==> src/rtl/uart_channel.sv <==
// uart_channel: configurable UART datapath (5-8 data bits, 1/2 stop, TX/RX FIFOs, error flags).
// Parity generation/checking is built only when UART_CHANNEL_PARITY_EN is defined.
module uart_channel #(
    parameter int CLOCK_SCALE_BITS = 16,
    parameter int RX_FIFO_DEPTH = 32,
    parameter int TX_FIFO_DEPTH = 32
) (
    input  logic clk,
    input  logic rst_n,
    input  logic enable,
    input  logic [CLOCK_SCALE_BITS-1:0] cyclesPerBit,
    input  logic [1:0] dataBits,
    input  logic [1:0] parityMode,
    input  logic stopBits,
    input  logic [3:0] clear,
    input  logic [7:0] tx_data,
    input  logic tx_valid,
    output logic tx_ready,
    output logic [7:0] rx_data,
    output logic [1:0] rx_error,
    output logic rx_valid,
    input  logic rx_ready,
    output logic [$clog2(RX_FIFO_DEPTH):0] rxCount,
    output logic [$clog2(TX_FIFO_DEPTH):0] txCount,
    output logic rxOverrun,
    output logic txIdle,
    input  logic uart_rx,
    output logic uart_tx
);
`ifdef UART_CHANNEL_PARITY_EN
    localparam bit PAR_EN = 1'b1;
`else
    localparam bit PAR_EN = 1'b0;
`endif
    localparam int RAW = $clog2(RX_FIFO_DEPTH);
    localparam int TAW = $clog2(TX_FIFO_DEPTH);
    typedef enum logic [2:0] {IDLE, START, DATA, PARITY, STOP, BREAK} state_t;

    state_t tx_state, tx_next;
    logic [7:0] tx_mem [TX_FIFO_DEPTH];
    logic [TAW-1:0] tx_wr, tx_rd;
    logic [CLOCK_SCALE_BITS-1:0] tx_cpb, tx_tmr;
    logic [1:0] tx_db, tx_pm;
    logic [2:0] tx_idx;
    logic [7:0] tx_word;
    logic tx_sb, tx_sn, tx_push, tx_pop, tx_bit_end, tx_last, tx_par_on;

    assign tx_ready = txCount != (TAW+1)'(TX_FIFO_DEPTH);
    assign tx_push = tx_valid && tx_ready && !clear[3];
    assign tx_bit_end = tx_tmr == tx_cpb;
    assign tx_last = tx_state == STOP && tx_bit_end && tx_sn == tx_sb;
    // Popping on the last stop clock chains frames with no idle gap
    assign tx_pop = enable && txCount != '0 && !clear[1] && !clear[3] && (tx_state == IDLE || tx_last);
    assign tx_par_on = PAR_EN && ^tx_pm;
    assign txIdle = tx_state == IDLE && txCount == '0;

    always_ff @(posedge clk) if (tx_push) tx_mem[tx_wr] <= tx_data;

    always_ff @(posedge clk or negedge rst_n)
        if (!rst_n) begin
            tx_wr <= '0;
            tx_rd <= '0;
            txCount <= '0;
        end else if (clear[3]) begin
            tx_wr <= '0;
            tx_rd <= '0;
            txCount <= '0;
        end else begin
            tx_wr <= tx_wr + TAW'(tx_push);
            tx_rd <= tx_rd + TAW'(tx_pop);
            txCount <= txCount + (TAW+1)'(tx_push) - (TAW+1)'(tx_pop);
        end

    always_ff @(posedge clk or negedge rst_n)
        if (!rst_n) tx_state <= IDLE;
        else tx_state <= tx_next;

    always_comb begin
        tx_next = tx_state;
        if (clear[1]) tx_next = IDLE;
        else if (tx_pop) tx_next = START;
        else if (tx_last) tx_next = IDLE;
        else if (tx_bit_end)
            case (tx_state)
                START: tx_next = DATA;
                DATA: if (tx_idx == {1'b1, tx_db}) tx_next = tx_par_on ? PARITY : STOP;
                PARITY: tx_next = STOP;
                default: tx_next = tx_state;
            endcase
    end

    always_comb
        uart_tx = tx_state == START ? 1'b0 : tx_state == DATA ? tx_word[tx_idx] :
                  tx_state == PARITY ? (^tx_word ^ tx_pm[1]) : 1'b1;

    always_ff @(posedge clk or negedge rst_n)
        if (!rst_n) begin
            tx_cpb <= '0;
            tx_tmr <= '0;
            tx_db <= '0;
            tx_pm <= '0;
            tx_sb <= 1'b0;
            tx_sn <= 1'b0;
            tx_idx <= '0;
            tx_word <= '0;
        end else if (tx_pop) begin
            tx_cpb <= cyclesPerBit;
            tx_db <= dataBits;
            tx_pm <= parityMode;
            tx_sb <= stopBits;
            tx_word <= tx_mem[tx_rd] & (8'hff >> (2'd3 - dataBits));
            tx_tmr <= '0;
            tx_idx <= '0;
            tx_sn <= 1'b0;
        end else if (tx_state != IDLE) begin
            tx_tmr <= tx_bit_end ? '0 : tx_tmr + 1'b1;
            if (tx_bit_end && tx_state == DATA) tx_idx <= tx_idx + 1'b1;
            if (tx_bit_end && tx_state == STOP) tx_sn <= 1'b1;
        end

    state_t rx_state, rx_next;
    logic [9:0] rx_mem [RX_FIFO_DEPTH];
    logic [RAW-1:0] rx_wr, rx_rd;
    logic [CLOCK_SCALE_BITS-1:0] rx_cpb, rx_tmr;
    logic [1:0] rx_db, rx_pm;
    logic [2:0] rx_idx;
    logic [7:0] rx_word;
    logic s1, s2, rx_prev, rx_line, rx_hit, rx_push, rx_pop, rx_full, rx_wr_en, rx_pe, rx_par_on;

    assign rx_line = s2 | ~enable;
    assign rx_hit = rx_tmr == (rx_state == START ? rx_cpb >> 1 : rx_cpb);
    assign rx_par_on = PAR_EN && ^rx_pm;
    assign rx_push = rx_state == STOP && rx_hit && !clear[0];
    assign rx_valid = rxCount != '0;
    assign rx_pop = rx_valid && rx_ready && !clear[2];
    assign rx_full = rxCount == (RAW+1)'(RX_FIFO_DEPTH);
    assign rx_wr_en = rx_push && (!rx_full || rx_pop) && !clear[2];
    assign {rx_error, rx_data} = rx_valid ? rx_mem[rx_rd] : 10'd0;

    always_ff @(posedge clk or negedge rst_n)
        if (!rst_n) {s1, s2, rx_prev} <= 3'b111;
        else {s1, s2, rx_prev} <= {uart_rx, s1, rx_line};

    always_ff @(posedge clk or negedge rst_n)
        if (!rst_n) rx_state <= IDLE;
        else rx_state <= rx_next;

    // A low stop bit parks the receiver in BREAK until the line recovers
    always_comb begin
        rx_next = rx_state;
        if (clear[0]) rx_next = IDLE;
        else
            case (rx_state)
                IDLE: if (rx_prev && !rx_line) rx_next = START;
                START: if (rx_hit) rx_next = rx_line ? IDLE : DATA;
                DATA: if (rx_hit && rx_idx == {1'b1, rx_db}) rx_next = rx_par_on ? PARITY : STOP;
                PARITY: if (rx_hit) rx_next = STOP;
                STOP: if (rx_hit) rx_next = rx_line ? IDLE : BREAK;
                BREAK: if (rx_line) rx_next = IDLE;
                default: rx_next = IDLE;
            endcase
    end

    always_ff @(posedge clk or negedge rst_n)
        if (!rst_n) begin
            rx_cpb <= '0;
            rx_tmr <= '0;
            rx_db <= '0;
            rx_pm <= '0;
            rx_idx <= '0;
            rx_word <= '0;
            rx_pe <= 1'b0;
        end else if (rx_state == IDLE) begin
            rx_cpb <= cyclesPerBit;
            rx_db <= dataBits;
            rx_pm <= parityMode;
            rx_tmr <= '0;
            rx_idx <= '0;
            rx_word <= '0;
            rx_pe <= 1'b0;
        end else begin
            rx_tmr <= rx_hit ? '0 : rx_tmr + 1'b1;
            if (rx_hit && rx_state == DATA) begin
                rx_word[rx_idx] <= rx_line;
                rx_idx <= rx_idx + 1'b1;
            end
            if (rx_hit && rx_state == PARITY) rx_pe <= rx_line != (^rx_word ^ rx_pm[1]);
        end

    always_ff @(posedge clk) if (rx_wr_en) rx_mem[rx_wr] <= {PAR_EN & rx_pe, !rx_line, rx_word};

    always_ff @(posedge clk or negedge rst_n)
        if (!rst_n) begin
            rx_wr <= '0;
            rx_rd <= '0;
            rxCount <= '0;
            rxOverrun <= 1'b0;
        end else if (clear[2]) begin
            rx_wr <= '0;
            rx_rd <= '0;
            rxCount <= '0;
            rxOverrun <= 1'b0;
        end else begin
            rx_wr <= rx_wr + RAW'(rx_wr_en);
            rx_rd <= rx_rd + RAW'(rx_pop);
            rxCount <= rxCount + (RAW+1)'(rx_wr_en) - (RAW+1)'(rx_pop);
            if (rx_push && !rx_wr_en) rxOverrun <= 1'b1;
        end
endmodule
==> config.mk <==
export PLATFORM = sky130hd
export DESIGN_NAME = uart_channel
export DESIGN_NICKNAME = d
export VERILOG_FILES = /design/src/rtl/uart_channel.sv
export SDC_FILE = /design/constraint.sdc
export NUM_CORES = 1
export LEC_CHECK = 0
export ABC_AREA = 1
export BUFFER_PORTS_ARGS = -buffer_cell sky130_fd_sc_hd__clkbuf_2
export CORE_ASPECT_RATIO = 0.75
export CORE_MARGIN = 8
export CORE_UTILIZATION = 35
export DETAILED_ROUTE_END_ITERATION = 10
export GPL_TIMING_DRIVEN = 1
export SYNTH_ARGS = -nofsm -noshare
export SYNTH_HDL_FRONTEND = slang
export SYNTH_SLANG_ARGS = --single-unit
==> constraint.sdc <==
create_clock -name clk -period 3.1 [get_ports clk]
set_input_delay 0.775 -clock clk [delete_from_list [all_inputs] [get_ports clk]]
set_output_delay 0.775 -clock clk [all_outputs]
set_load 0.02 [all_outputs]
==> results of run 1 <==
-- synth_stat cells, types with 2 or more instances --
library cell  number  share of area (%)
nor2_1           490                6.4
clkbuf_1         120                1.6
o21bai_1           2              0.052
clkinv_1           4              0.052
o22ai_1          116                2.5
buf_2              8               0.14
ha_1              30                1.3
nand3_4            3               0.18
dfstp_2            3               0.27
edfxtp_1         544                 57
inv_2              3              0.039
nand3_1          103                1.8
a21oi_1           52               0.90
dfrtp_1          132                 11
nor3_1            28               0.49
buf_1              3              0.039
inv_1            141                1.8
o21a_1             3              0.078
buf_4              6               0.16
nor2_4             3               0.12
xnor2_1           10               0.30
o221ai_1          29               0.88
o21ai_0          367                6.4
nand2_1          279                3.6
o21ai_1            3              0.052
xor2_1            27               0.82
o211ai_1          33               0.86
nand4_1           12               0.26
nand2_2            5               0.11
a211oi_1           2              0.052
nor4_1             2              0.043
fa_1               2               0.14
nor3b_1            6               0.16
mux2i_1            4               0.14
-- layout make-up --
| class | count | area [um^2] | area share [%] |
|---|---|---|---|
| flip-flops and latches | 679 | 19730 | 56.64 |
| multi-input cells | 1620 | 8511 | 24.43 |
| repair buffers | 247 | 2390 | 6.859 |
| clock buffers | 98 | 1931 | 5.541 |
| well taps | 1069 | 1338 | 3.839 |
| inverters | 148 | 574.3 | 1.648 |
| clock inverters | 33 | 364.1 | 1.045 |
-- worst max-delay path: stages, from the launching register on --
cell	delay [ps]
dfrtp_4	540
buf_12	180
clkbuf_16	160
o21ai_0	200
o22ai_2	140
o21ai_1	240
o22ai_2	130
nor2_1	120
nor2_1	70
clkbuf_4	170
-- power by group through the flow --
stage | sequential [W] | clock, W | combinational, W
floorplan | 0.0107 | 0 | 0.00289
global placement | 0.0108 | 0 | 0.00430
detailed placement | 0.0108 | 0 | 0.00434
CTS | 0.0106 | 0.00864 | 0.00485
global route | 0.0107 | 0.00901 | 0.00576
finish | 0.0106 | 0.00847 | 0.00519
-- per-stage QoR --
step / setup TNS [ps] / instances
final: -2255 / 3894
after global routing: -3472 / 3894
after CTS: -2594 / 3872
after detailed placement: -236.6 / 3726
after global placement: -136.9 / 3726
after floorplan: 0 / 2585
-- flip-flops by register name (all words and copies together) (netlist names), 3 cells and up --
name,cells
rxCount,6
rx_cpb,16
rx_idx,3
rx_mem,288
rx_rd,5
rx_state,3
rx_tmr,16
rx_word,8
rx_wr,5
txCount,6
tx_cpb,16
tx_idx,3
tx_mem,256
tx_rd,5
tx_state,3
tx_tmr,16
tx_word,8
tx_wr,5
-- path summary, 6_finish.rpt --
kind	start	slack (ps)	end
min	rst_n	150	rx_tmr[2]
max in group asynchronous	rst_n	2230	s1
min in group clk	uart_rx	230	s1
max reg2reg	rx_state[0]	-90	rxCount[4]
max	rx_rd[0]	-260	rx_data[6]
min reg2reg	s1	350	s2
-- logic make-up after synthesis --
family                   after synthesis
AND/OR/NAND/NOR                      934
XOR/XNOR                              37
multiplexers                           4
adder cells (fa/ha/maj)               32
AO/OA/AOI/OAI                        612
flip-flops                           679
other                                  1
buffers and inverters                286
-- routing by layer --
layer  vias to the layer above  share of wire [%]  wire [um]  track usage (%)
met1                      9940                 48      36240            24.27
met5                         -                  0          0                0
met4                         0                1.7       1296            3.619
li1                       9548                  -          -                -
met2                       703                 43      32250            22.84
met3                        89                7.6       5735            2.975
-- what timing repair did --
| action | in CTS | in global routing |
|---|---|---|
| setup endpoints to repair | 12 | 307 |
| hold buffers | 0 | 0 |
| endpoints found under the hold margin | 0 | 0 |
| gates cloned | 9 | 7 |
| pin swaps | 44 | 60 |
| resized for setup | 105 | 95 |
| setup buffers | 6 | 15 |
==> flow_summary.toml, run 1 <==
[setup_path]
start_kind = "flop"
cp.required_ps = 2320
crit_fanout = 8
arrival_ps = 2580
end_kind = "primary output"
crit_type = "reg2out"
reg2regPathDepth = 24

[routing]
avgViaCountPerCell = 5.208
via_count = 20280
wl_um = 75520
first_pass_iters = 5
drtAntennaViolNets = 0
drcViolationCount = 0
drt_iter0_drc = 2029
wl_per_cell_um = 19.39

[status]
status = "finished, violations left"
violations = "negative setup slack"

[cts]
htree_levels = 3
clk_path_buf_depth = 3
numClockSinks = 679
clockRootBuffer = "clkbuf_16"
clkTransAtPathRegs_ps = 60
cts_buffers = 71
clk_latency_ps = 630
cts_tree = "done"

[floorplan]
io_pins = 66
num_rows = 91
start_util_pct = 35.20
core_mm2 = 0.08198
die_w_um = 347.6
die_h_um = 264.7
die-area_mm2 = 0.09199

[grt]
grt_max_degree = 72
grt_usage_pct = 15.76
grt_pass1_wl_um = 114900
overflow = 0
antenna_found_initial = 0
grt_pass1_vias = 18890

[logic_synthesis]
synth_cells = 2585
synth_async_sr_flop_share_pct = 19.88
synth_seq_cells = 679
synthXorXnorAreaFrac_pct = 1.123
syn_area_mm2 = 0.02886
synth_fp_nets = 2656
synth_cell_types = 44
yosysSeqAreaShare_pct = 68.32
synth_compound_area_share_pct = 11.89
synthFlopType = "edfxtp_1"
synth-edff-count = 544
synthMuxAreaShare_pct = 0.1387
yosys_warnings = 0
postSynthAreaPerCell_um2 = 11.16
synthSimpleGateAreaFrac_pct = 13.21
synthAdderAreaFrac_pct = 1.439
synth_top_family_by_area = "simple AND/OR/NAND/NOR gates"

[sta]
min_period_ps = 3357
setup_violations = 10
hold_viol_final = 0
fmaxAchievable_mhz = 297.9
hold_slack_ps = 152.3
relSlewSlack_pct = 46.56
worstMarginPinSlew_ps = 801.6
finalClockSkew_ps = 33.37
drv_slew = 0
rsz0062_at_grt = "true"
finalWorstSetupSlack_ps = -256.9
fin_crit_sh_pct = 108.3

[power]
cellLeakagePower_nw = 13.01
power_w = 0.02430
power_frac_seq_pct = 43.8
pwr-share-clk_pct = 34.9
powerDensity_mw_per_mm2 = 697.5
p_comb_share_pct = 21.4
p_int_w = 0.01721
vdd_drop_max_mv = 0.4713
power_switching_w = 0.007093
switching_share_pct = 29.19

[cells_and_area]
final_nets = 2838
layout_common_cells = "edfxtp_1, nor2_1, o21ai_0"
final_common_cell = "edfxtp_1"
syn_to_final_growth_pct = 20.72
drive_gt1_share_pct = 16.42
finalInstanceArea_mm2 = 0.03484
diodes = 0
fill_cells = 7677
post-route-util_pct = 42.50

[place]
hpwlAfterDp_um = 44600
gp_congestion = 0.8225
place_ws_ps = -180.7
dpl_cell_area_mm2 = 0.03129
io_buffers = 63

[job]
max-cap-violations = 0

[min_path]
hp-class = "in2async"
(Power assumes the default switching activity.)
==> inputs of run 2 (changes only) <==
--- a/config.mk
+++ b/config.mk
@@ -12,6 +12,8 @@
 export CORE_UTILIZATION = 35
 export DETAILED_ROUTE_END_ITERATION = 10
 export GPL_TIMING_DRIVEN = 1
+export HOLD_SLACK_MARGIN = 0.06
+export PLACE_DENSITY_LB_ADDON = 0.1
 export SYNTH_ARGS = -nofsm -noshare
 export SYNTH_HDL_FRONTEND = slang
 export SYNTH_SLANG_ARGS = --single-unit
==> run 2 against run 1 <==
  * The run still ends with negative setup slack left
  * Count of clock-buffer cells in the layout is 6 lower
  * Global-route usage is 1.6 points higher
  * Flip-flop and latch count stayed put
  * Critical path type unchanged
  * Largest cell class unchanged
  * Highest routed layer unchanged
==> flow_summary.toml, run 2 (synthesized netlist as in run 1, its figures left out) <==
[status]
status = "finished, violations left"
violations = "negative setup slack"

[routing]
wl_per_cell_um = 21.39
drcViolationCount = 0
via_count = 20410
avgViaCountPerCell = 5.208
drtAntennaViolNets = 0
drt_iter0_drc = 1781
wl_um = 83830
first_pass_iters = 5

[sta]
fin_crit_sh_pct = 111.0
hold_viol_final = 0
setup_violations = 10
relSlewSlack_pct = 42.14
rsz0062_at_grt = "true"
finalWorstSetupSlack_ps = -342.2
worstMarginPinSlew_ps = 867.9
fmaxAchievable_mhz = 290.5
finalClockSkew_ps = 25.88
drv_slew = 0
min_period_ps = 3442

[power]
power_switching_w = 0.007427
vdd_drop_max_mv = 0.3707
p_comb_share_pct = 22.6
cellLeakagePower_nw = 13.29
powerDensity_mw_per_mm2 = 705.7
power_frac_seq_pct = 42.4
pwr-share-clk_pct = 34.9
p_int_w = 0.01762
switching_share_pct = 29.65

[setup_path]
start_kind = "flop"
crit_fanout = 19
cp.required_ps = 2320
slowest_delay_ps = 450
path_buf_inv = 4
end_kind = "primary output"
arrival_ps = 2670
crit_type = "reg2out"
cpLargestDelayFamily = "compound AO/OA/AOI/OAI gates"
path_cells = "buf_12 > buf_12 > buf_16 > o21ai_0 > o22ai_1 > o21ai_1 > nor2_2 > o21ai_1 > a21oi_2 > clkbuf_8"
crit_slowest_cell = "dfrtp_4"

[floorplan]
die_w_um = 347.6
start_util_pct = 35.20
num_rows = 91
die-area_mm2 = 0.09199
io_pins = 66
die_h_um = 264.7
core_mm2 = 0.08198

[grt]
antenna_found_initial = 2
overflow = 0
grt_usage_pct = 17.37
grt_pass1_wl_um = 123800
grt_max_degree = 130
grt_pass1_vias = 19760

[job]
max-cap-violations = 0

[cells_and_area]
post-route-util_pct = 43.30
multi_input_area_mm2 = 0.008700
syn_to_final_growth_pct = 23.00
largest_reg_flops = 288
fill_cells = 7668
seqCellArea_mm2 = 0.01974
final_common_cell = "edfxtp_1"
final_nets = 2864
drive_gt1_share_pct = 18.95
biggestRegsByFlops = "rx_mem (288), tx_mem (256)"
regMostFlops = "rx_mem"
layout_common_cells = "edfxtp_1, nor2_1, o21ai_0"

[place]
hpwlAfterDp_um = 48900
io_buffers = 63
gp_congestion = 0.8093
place_ws_ps = -145.1

[cts]
cts_buffers = 73
clk_path_buf_depth = 3
clk_latency_ps = 640
cts_tree = "done"
htree_levels = 3
clockRootBuffer = "clkbuf_16"
clkTransAtPathRegs_ps = 60
numClockSinks = 679

[min_path]
hp-class = "in2async"
[run 2: cell count changes in the layout (fill, tap and decap cells not counted), moves of 8 or more]
cell,change
nor2_1,-17
o21ai_0,-30
o21ai_1,+8
clkinv_2,+9
clkbuf_1,-10
nor2_2,+16
o21ai_2,+17
[run 2: area by class of cell]
cell class,count,area share [%]
Multi-Input combinational cell,1621,24.51
Inverter,148,1.643
Sequential cell,679,55.60
Clock buffer,92,5.520
Timing Repair inverter,1,0.08460
Tap cell,1069,3.768
Antenna cell,1,0.007050
Clock inverter,39,1.135
Timing Repair Buffer,269,7.734
[run 2: per-stage QoR]
step	TNS, ps	area (um^2)	hold WS [ps]	instances	power, W
floorplan	0	28860	345.2	2585	0.01364
global placement	-117.0	31360	349.7	3736	0.01522
detailed placement	-164.1	31360	351.6	3736	0.01527
CTS	-3765	34580	135.3	3899	0.02473
global route	-4114	35490	152.4	3918	0.02626
finish	-2895	35500	121.5	3919	0.02505
[run 2: worst reg2reg max path, cell delays in order, from the launching register on]
cell and delay (ps):
dfrtp_1 390, inv_2 100, nand2_4 60, nor2_4 140, buf_2 180, nand2_1 60
nand3_1 60, nand2_1 50, nor2_1 100, nand2_1 70, nor2_2 160, nand2_2 100
nor2_4 130, nand2_2 90, ha_4 270, inv_2 30, ha_4 160, fa_2 340
nand2_2 70, inv_2 40, nor2_1 90, o21bai_1 90, a21oi_1 140, o21a_1 130
[run 2: metal layers]
layer  GRT usage (%)  up-vias  wire length [um]
met3           3.227      101              4981
met1           26.60    10180             41650
met4           4.088        0              1480
met2           25.31      526             35720
met5               0        -                 0
li1                -     9610                 -
[run 2: path summary, 6_finish.rpt]
kind	cells after the start	start	slack [ps]	to
worst max-delay path	10	rx_rd[0]	-340	rx_data[1]
min in group clk	1	uart_rx	240	s1
worst max register to register	23	rx_state[1]	-10	rxCount[4]
worst min-delay path	1	rst_n	120	rxCount[5]
worst min register to register	0	s1	360	s2
max in group asynchronous	2	rst_n	2240	tx_tmr[4]
[run 2: power by group through the flow]
stage               logic [W]  registers, W  clock network, W
global route          0.00625        0.0107           0.00933
global placement      0.00441        0.0108                 0
floorplan             0.00289        0.0107                 0
finish                0.00567        0.0106           0.00875
detailed placement    0.00446        0.0108                 0
CTS                   0.00509        0.0106           0.00901
[run 2: timing repair]
action                                  in CTS  in global routing
gates cloned                                13                 16
pin swaps                                   53                108
endpoints found under the hold margin        0                  0
endpoints found under the setup margin      12                208
gates resized for setup                    102                209
buffers inserted                            19                 10
hold buffers                                 0                  0
